<file path="src/rtl/mux_n_to_1_stream.sv">
// N-to-1 valid/ready stream multiplexer with fixed or round-robin selection,
// packet locking on *_last, and a single registered output slot.
module mux_n_to_1_stream #(
  parameter  int N    = 4,
  parameter  int W    = 8,
  localparam int SELW = $clog2(N)
) (
  input  logic              clk,
  input  logic              rst,
  input  logic [N*W-1:0]    in_data,
  input  logic [N-1:0]      in_valid,
  input  logic [N-1:0]      in_last,
  output logic [N-1:0]      in_ready,
  input  logic              mode,
  input  logic [SELW-1:0]   sel,
  output logic [W-1:0]      out_data,
  output logic              out_valid,
  output logic              out_last,
  output logic [SELW-1:0]   out_src,
  input  logic              out_ready,
  output logic              dbg_lock,
  output logic [SELW-1:0]   dbg_lock_ch,
  output logic [SELW-1:0]   dbg_ptr
);

  // Handshake: a beat moves on channel k when in_valid[k] && in_ready[k];
  // the output beat moves when out_valid && out_ready. Valid never waits on ready.

  localparam int NP = 1 << SELW;

  logic            lock;
  logic [SELW-1:0] lock_ch;
  logic [SELW-1:0] ptr;
  logic            free;
  logic            grant;
  logic [SELW-1:0] g;
  logic [W-1:0]    g_data;
  logic            g_last;
  logic [NP-1:0]   valid_ext;
  logic [NP-1:0]   last_ext;
  logic [NP-1:0]   ready_ext;
  logic [SELW-1:0] ptr_next;
  int              idx;

  // Padding to a power of two keeps every select index in range, including sel >= N.
  assign valid_ext = NP'(in_valid);
  assign last_ext  = NP'(in_last);
  assign free      = !out_valid || out_ready;

  always_comb begin
    grant = 1'b0;
    g     = '0;
    idx   = 0;
    if (lock) begin
      g     = lock_ch;
      grant = valid_ext[lock_ch];
    end else if (!mode) begin
      g     = sel;
      grant = (int'(sel) < N) && valid_ext[sel];
    end else begin
      for (int i = 0; i < N; i++) begin
        idx = int'(ptr) + i;
        if (idx >= N) idx = idx - N;
        if (!grant && in_valid[idx]) begin
          grant = 1'b1;
          g     = SELW'(idx);
        end
      end
    end
  end

  always_comb begin
    g_data = '0;
    for (int k = 0; k < N; k++) begin
      if (int'(g) == k) g_data = in_data[k*W +: W];
    end
  end

  assign g_last = last_ext[g];

  always_comb begin
    ready_ext = '0;
    if (!rst && free && grant) ready_ext[g] = 1'b1;
  end

  assign in_ready = ready_ext[N-1:0];
  assign ptr_next = (int'(g) == N - 1) ? '0 : g + 1'b1;

  always_ff @(posedge clk) begin
    if (rst) begin
      out_valid <= 1'b0;
      out_data  <= '0;
      out_last  <= 1'b0;
      out_src   <= '0;
      lock      <= 1'b0;
      lock_ch   <= '0;
      ptr       <= '0;
    end else if (free) begin
      if (grant) begin
        out_valid <= 1'b1;
        out_data  <= g_data;
        out_last  <= g_last;
        out_src   <= g;
        if (g_last) begin
          lock <= 1'b0;
          if (mode) ptr <= ptr_next;
        end else begin
          lock    <= 1'b1;
          lock_ch <= g;
        end
      end else begin
        out_valid <= 1'b0;
      end
    end
  end

  assign dbg_lock    = lock;
  assign dbg_lock_ch = lock_ch;
  assign dbg_ptr     = ptr;

endmodule

</file>
<file path="config.mk">
export PLATFORM = sky130hd
export DESIGN_NAME = mux_n_to_1_stream
export DESIGN_NICKNAME = d
export VERILOG_FILES = /design/src/rtl/mux_n_to_1_stream.sv
export SDC_FILE = /design/constraint.sdc
export NUM_CORES = 1
export LEC_CHECK = 0
export ABC_CLOCK_PERIOD_IN_PS = 3500
export CORE_MARGIN = 2
export CORE_UTILIZATION = 40
export DETAILED_ROUTE_END_ITERATION = 12
export PLACE_DENSITY = 0.8
export SLEW_MARGIN = 5
export SYNTH_ARGS = -nofsm -noshare
export SYNTH_HDL_FRONTEND = slang
export SYNTH_SLANG_ARGS = --single-unit
</file>
<file path="constraint.sdc">
create_clock -name clk -period 3.5 [get_ports clk]
set_input_delay 0.7 -clock clk [delete_from_list [all_inputs] [get_ports clk]]
set_output_delay 0.7 -clock clk [all_outputs]
set_load 0.02 [all_outputs]
</file>
## Word-level counts from Yosys, hierarchy flattened

Cells that the tools add are included.

- Register bits after elaboration: 17
- Input bits: 46
- Output and inout bits: 21

- Add/sub/neg operators: 8
- $lt $le $gt $ge: 12
- Equality and inequality tests: 3
- Muxes and demuxes: 58
- Bitwise operators: 1
- Reduce and logical (&&, ||, !) cells: 16

Operators with widths:

| cell | count |
|---|---|
| $mux W32 | 12 |
| $lt A32 B4 Y1 const B | 4 |
| $mux W8 | 4 |
| $mux W1 | 26 |
| $bmux W1 S2 | 7 |
| $mux W2 | 7 |
| $sub A3 B3 Y4 const B | 3 |
| $ge A3 B3 Y1 const B | 3 |
| $lt A2 B3 Y1 const B | 3 |
| $add A2 B2 Y3 const B | 2 |
| $logic_and A1 B1 Y1 | 6 |
| $logic_not A1 Y1 | 5 |
| $eq A2 B2 Y1 const B | 2 |
| $mux W4 | 1 |
| $reduce_and A4 Y1 | 1 |
| $sub A2 B3 Y4 const B | 1 |
| $add A2 B1 Y3 const B | 1 |
| $ge A2 B3 Y1 const B | 1 |
| $reduce_and A3 Y1 | 1 |
| $add A2 B1 Y2 const B | 1 |
| $demux W1 S2 | 1 |
| $eq A2 B1 Y1 const B | 1 |
| $ge A2 B1 Y1 const B | 1 |
| $logic_not A2 Y1 | 1 |
| 3 further kinds | 3 |

## Longest topological paths before layout

Gate-level depths: netlist (run 1).

- Depth after elaboration: 30
- Depth in mapped cells: 13
- Depth with buffers taken out: 11

## Least setup slack after synthesis (run 1)

No wires, ideal clock.

- Path type: in2out
- Start: input in_valid[0]
- End: output in_ready[3]
- Arrival time: 2471 ps
- Slack: 329 ps
- Cell stages on the path: 8
- Cell sequence: nor2b_1 o21ba_2 o31a_4 inv_2 ha_1 clkbuf_1 clkbuf_1 and3_1

- Longest elaborated chain between the ends: 26
- Elaborated cells between the ends (all ways): 47
- Classes of those cells: order compare (2); mux (37); reduce/logical (8)

RTL lines:

| what | RTL line | RTL |
|---|---|---|
| start: declaration | 11 | `input logic [N-1:0] in_valid,` |
| $bmux W1 S2 | 64 | `if (!grant && in_valid[idx]) begin` |
| $mux W1 (not written as such) (2 in series) | 64 |  |
| $mux W1 | 64 |  |
| $mux W1 | 57 | `end else if (!mode) begin` |
| $mux W1 | 54 | `if (lock) begin` |
| $logic_not A1 Y1 | 64 |  |
| $logic_and A1 B1 Y1 | 64 |  |
| $mux W1 | 64 |  |
| [... 10 more ...] | - |  |
| $mux W2 * | 57 |  |
| $mux W2 * | 54 |  |
| named net g[0] | 36 | `logic [SELW-1:0] g;` |
| $lt A2 B3 Y1 (not written as such) or $ge A2 B1 Y1 (tied branches) | 83 | `if (!rst && free && grant) ready_ext[g] = 1'b1;` |
| $logic_and A1 B1 Y1 (not written as such) | 83 |  |
| $mux W1 (not written as such) | 83 |  |
| $demux W1 S2 * | 83 |  |
| $mux W4 * | 83 |  |
| end: declaration | 13 | `output logic [N-1:0] in_ready,` |

The timed path passes the listed nets; every way through them passes the cells marked *. The select of a mux whose other input is x is not followed.

## Final worst setup path (run 1)

Ends and elaborated chain as after synthesis.

==> reports/qor.yml, run 1 <==
synth_edf_count: 0
antenna_cells: 0
initial_core_util_pct: 41.3
start_kind: "input pin"
cap_violations: 0
pin_count: 67
period_share_pct: 96.5
mostFrequentLayoutCell: "clkdlybuf4s50_1"
dieArea_mm2: 0.00388
worstPathMaxFanout: 4
crit_required_ps: 2800
seqPwrFrac_pct: 25.7
yosys_warnings: 0
finClkSkew_ps: 4.67
dp_slack_ps: -157
ctsHoldBuffers: 0
core_area_mm2: 0.00328
status: "finished, final reports clean"
totalNegativeSetupSlack_ps: 0
syn-instance-count: 156
clkTransAtPathRegs_ps: 110
ant_nets: 0
post-dp-hpwl_um: 3170
fillers: 281
p_leak_nw: 0.911
rsz0062_at_grt: "false"
grt_pass1_vias: 1435
drt-initial-drc-count: 64
wl_per_cell_um: 14.1
relSlewSlack_pct: 73.0
grt_usage_pct: 21.2
hold-worst-slack_ps: 479
slew_violations: 0
pwr-share-clk_pct: 10.3
synth_flop_cell: "dfxtp_1"
syn-cell-area_mm2: 0.00136
switchingPower_mw: 0.461
die_y_um: 62.3
syn_area_per_cell_um2: 8.70
grt_start_max_net_pins: 23
setup_viol: 0
rows: 21
cts_setup_buffers: 0
ys_ff_latch: 17
drt-vias-per-instance: 5.30
crit_path_end_kind: "output pin"
worstMarginPinSlew_ps: 404
power_density_mw_per_mm2: 497
critPathKind: "input pin to output pin"
portBuffers: 66
syn_nets: 206
dp_cells: 280
finalPower_mw: 1.10
die_x_um: 62.3
grt.overflow.total: 0
final_cell_mix: "clkdlybuf4s50_1, buf_4, dfxtp_1, a21oi_1"
multi_input_area_um2: 942
internal_power_mw: 0.639
clkSinkCount: 17
seq_area_frac_synth_pct: 25.1
fin_ws_ps: 123
drc: 0
area_delta_synth_final_pct: 63.2
post-route-min-period_ps: 3380
cts_tree: "built"
stdcell_count: 284
nets: 289
synthArstFlopShare_pct: 0
clock_latency_ps: 300
crit_arrival_ps: 2680
first_pass_iters: 4
clock-root-buffer: "clkbuf_4"
h-tree-depth: 1
min_path_type: "register to register"
synth_cell_types: 48
grt_pass1_wl_um: 6730
antenna_found_initial: 0
gp_congestion: 0.837
clockBufferDepth: 2
cts_made_buffers: 3
pwr-share-comb_pct: 64.0
vias: 1506
vdd_drop_max_uv: 330
switching_share_pct: 41.9
drive_above_1_share_pct: 23.5
seq_area_um2: 340
fmax_mhz: 296
hold_viol_final: 0
wl_um: 4000
[per-stage QoR]
step | utilization (%) | instance area (µm²)
2_1_floorplan | - | 1360
3_3_place_gp | 66.4 | 2180
3_5_place_dp | 66.4 | 2180
4_1_cts | 67.2 | 2210
5_1_grt | 67.5 | 2220
6_report | 67.5 | 2220
[power groups by stage]
| stage | registers, mW | logic (mW) | clock network, mW |
|---|---|---|---|
| 2_1_floorplan | 0.332 | 0.383 | 0 |
| 3_3_place_gp | 0.284 | 0.695 | 0 |
| 3_5_place_dp | 0.287 | 0.708 | 0 |
| 4_1_cts | 0.282 | 0.709 | 0.118 |
| 5_1_grt | 0.290 | 0.763 | 0.127 |
| 6_report | 0.283 | 0.704 | 0.114 |
[cell usage after synthesis (2+ instances only)]
cell type	count	area share, %
dfxtp_1	17	25
a21oi_1	14	5.2
nor2_1	11	3.0
nor2b_1	11	5.1
a211oi_2	9	8.3
nand2_1	9	2.5
a221oi_1	7	4.5
nor3_1	7	2.6
clkbuf_1	6	1.7
and3_1	5	2.3
ha_1	4	3.7
inv_1	4	1.1
mux2_2	4	3.3
nand3b_1	3	1.7
o21ai_0	3	1.1
a21boi_0	2	1.1
a31o_1	2	1.3
buf_6	2	1.7
inv_2	2	0.55
mux2_4	2	2.2
mux2i_1	2	1.5
nand4_1	2	0.92
o21ai_2	2	1.3
or2b_2	2	1.3
[worst max-delay path, stage by stage]
cell and delay (ps):
clkdlybuf4s50_1 460, or4_4 570, nand3b_1 110, o31a_4 150
inv_2 50, ha_1 200, and3_1 140, clkdlybuf4s15_1 280
[state kept, by name (all words and copies together) (netlist names)]
signal / cells
out_last: 1
dbg_lock_ch: 2
dbg_ptr: 2
out_data: 8
out_src: 2
dbg_lock: 1
out_valid: 1
[kinds of logic (layout without fill, tap and decap cells)]
group	Yosys count	count (layout)	synth area share, %
buf+inv	15	97	5.53
simple gates	59	59	24.4
fa+ha+maj	4	4	3.69
flops	17	17	25.1
mux	8	8	7.00
compound gates	53	53	34.3
[path summary, 6_finish.rpt]
kind / from / endpoint / slack [ps] / cells past startpoint
worst max-delay path: in_valid[0] / in_ready[3] / 120 / 8
worst max register to register: dbg_ptr[0] / out_data[2] / 1000 / 12
worst min-delay path: out_src[0] / out_src[0] / 480 / 2
worst min register to register: out_src[0] / out_src[0] / 480 / 2
[cell type report]
| type | instances | area share (%) |
|---|---|---|
| inverters | 6 | 1.02 |
| well taps | 46 | 2.60 |
| clock buffers | 3 | 1.02 |
| repair buffers | 87 | 37.2 |
| clock inverters | 1 | 0.339 |
| multi-input cells | 124 | 42.5 |
| flip-flops and latches | 17 | 15.4 |
[timing repair]
action / 4_1_cts / 5_1_grt
pin swaps: 0 / 0
endpoints found under the setup margin: 4 / 4
resized for setup: 3 / 5
hold endpoints to repair: 0 / 0
[routing by layer]
| layer | routed length [µm] | GRT usage, % | vias up |
|---|---|---|---|
| met2 | 1920 | 35.6 | 44 |
| met1 | 1800 | 26.3 | 705 |
| met5 | 0 | 0 | - |
| met4 | 29 | 5.28 | 0 |
| li1 | - | - | 753 |
| met3 | 244 | 6.70 | 4 |
No activity file was read; power rests on OpenSTA's default activity.
==> run 2, diff against run 1 <==
Settings changed: CAP_MARGIN set to 20.
==> results of run 2 <==
The final DEF is identical to that of run 1; final timing and power are the same.
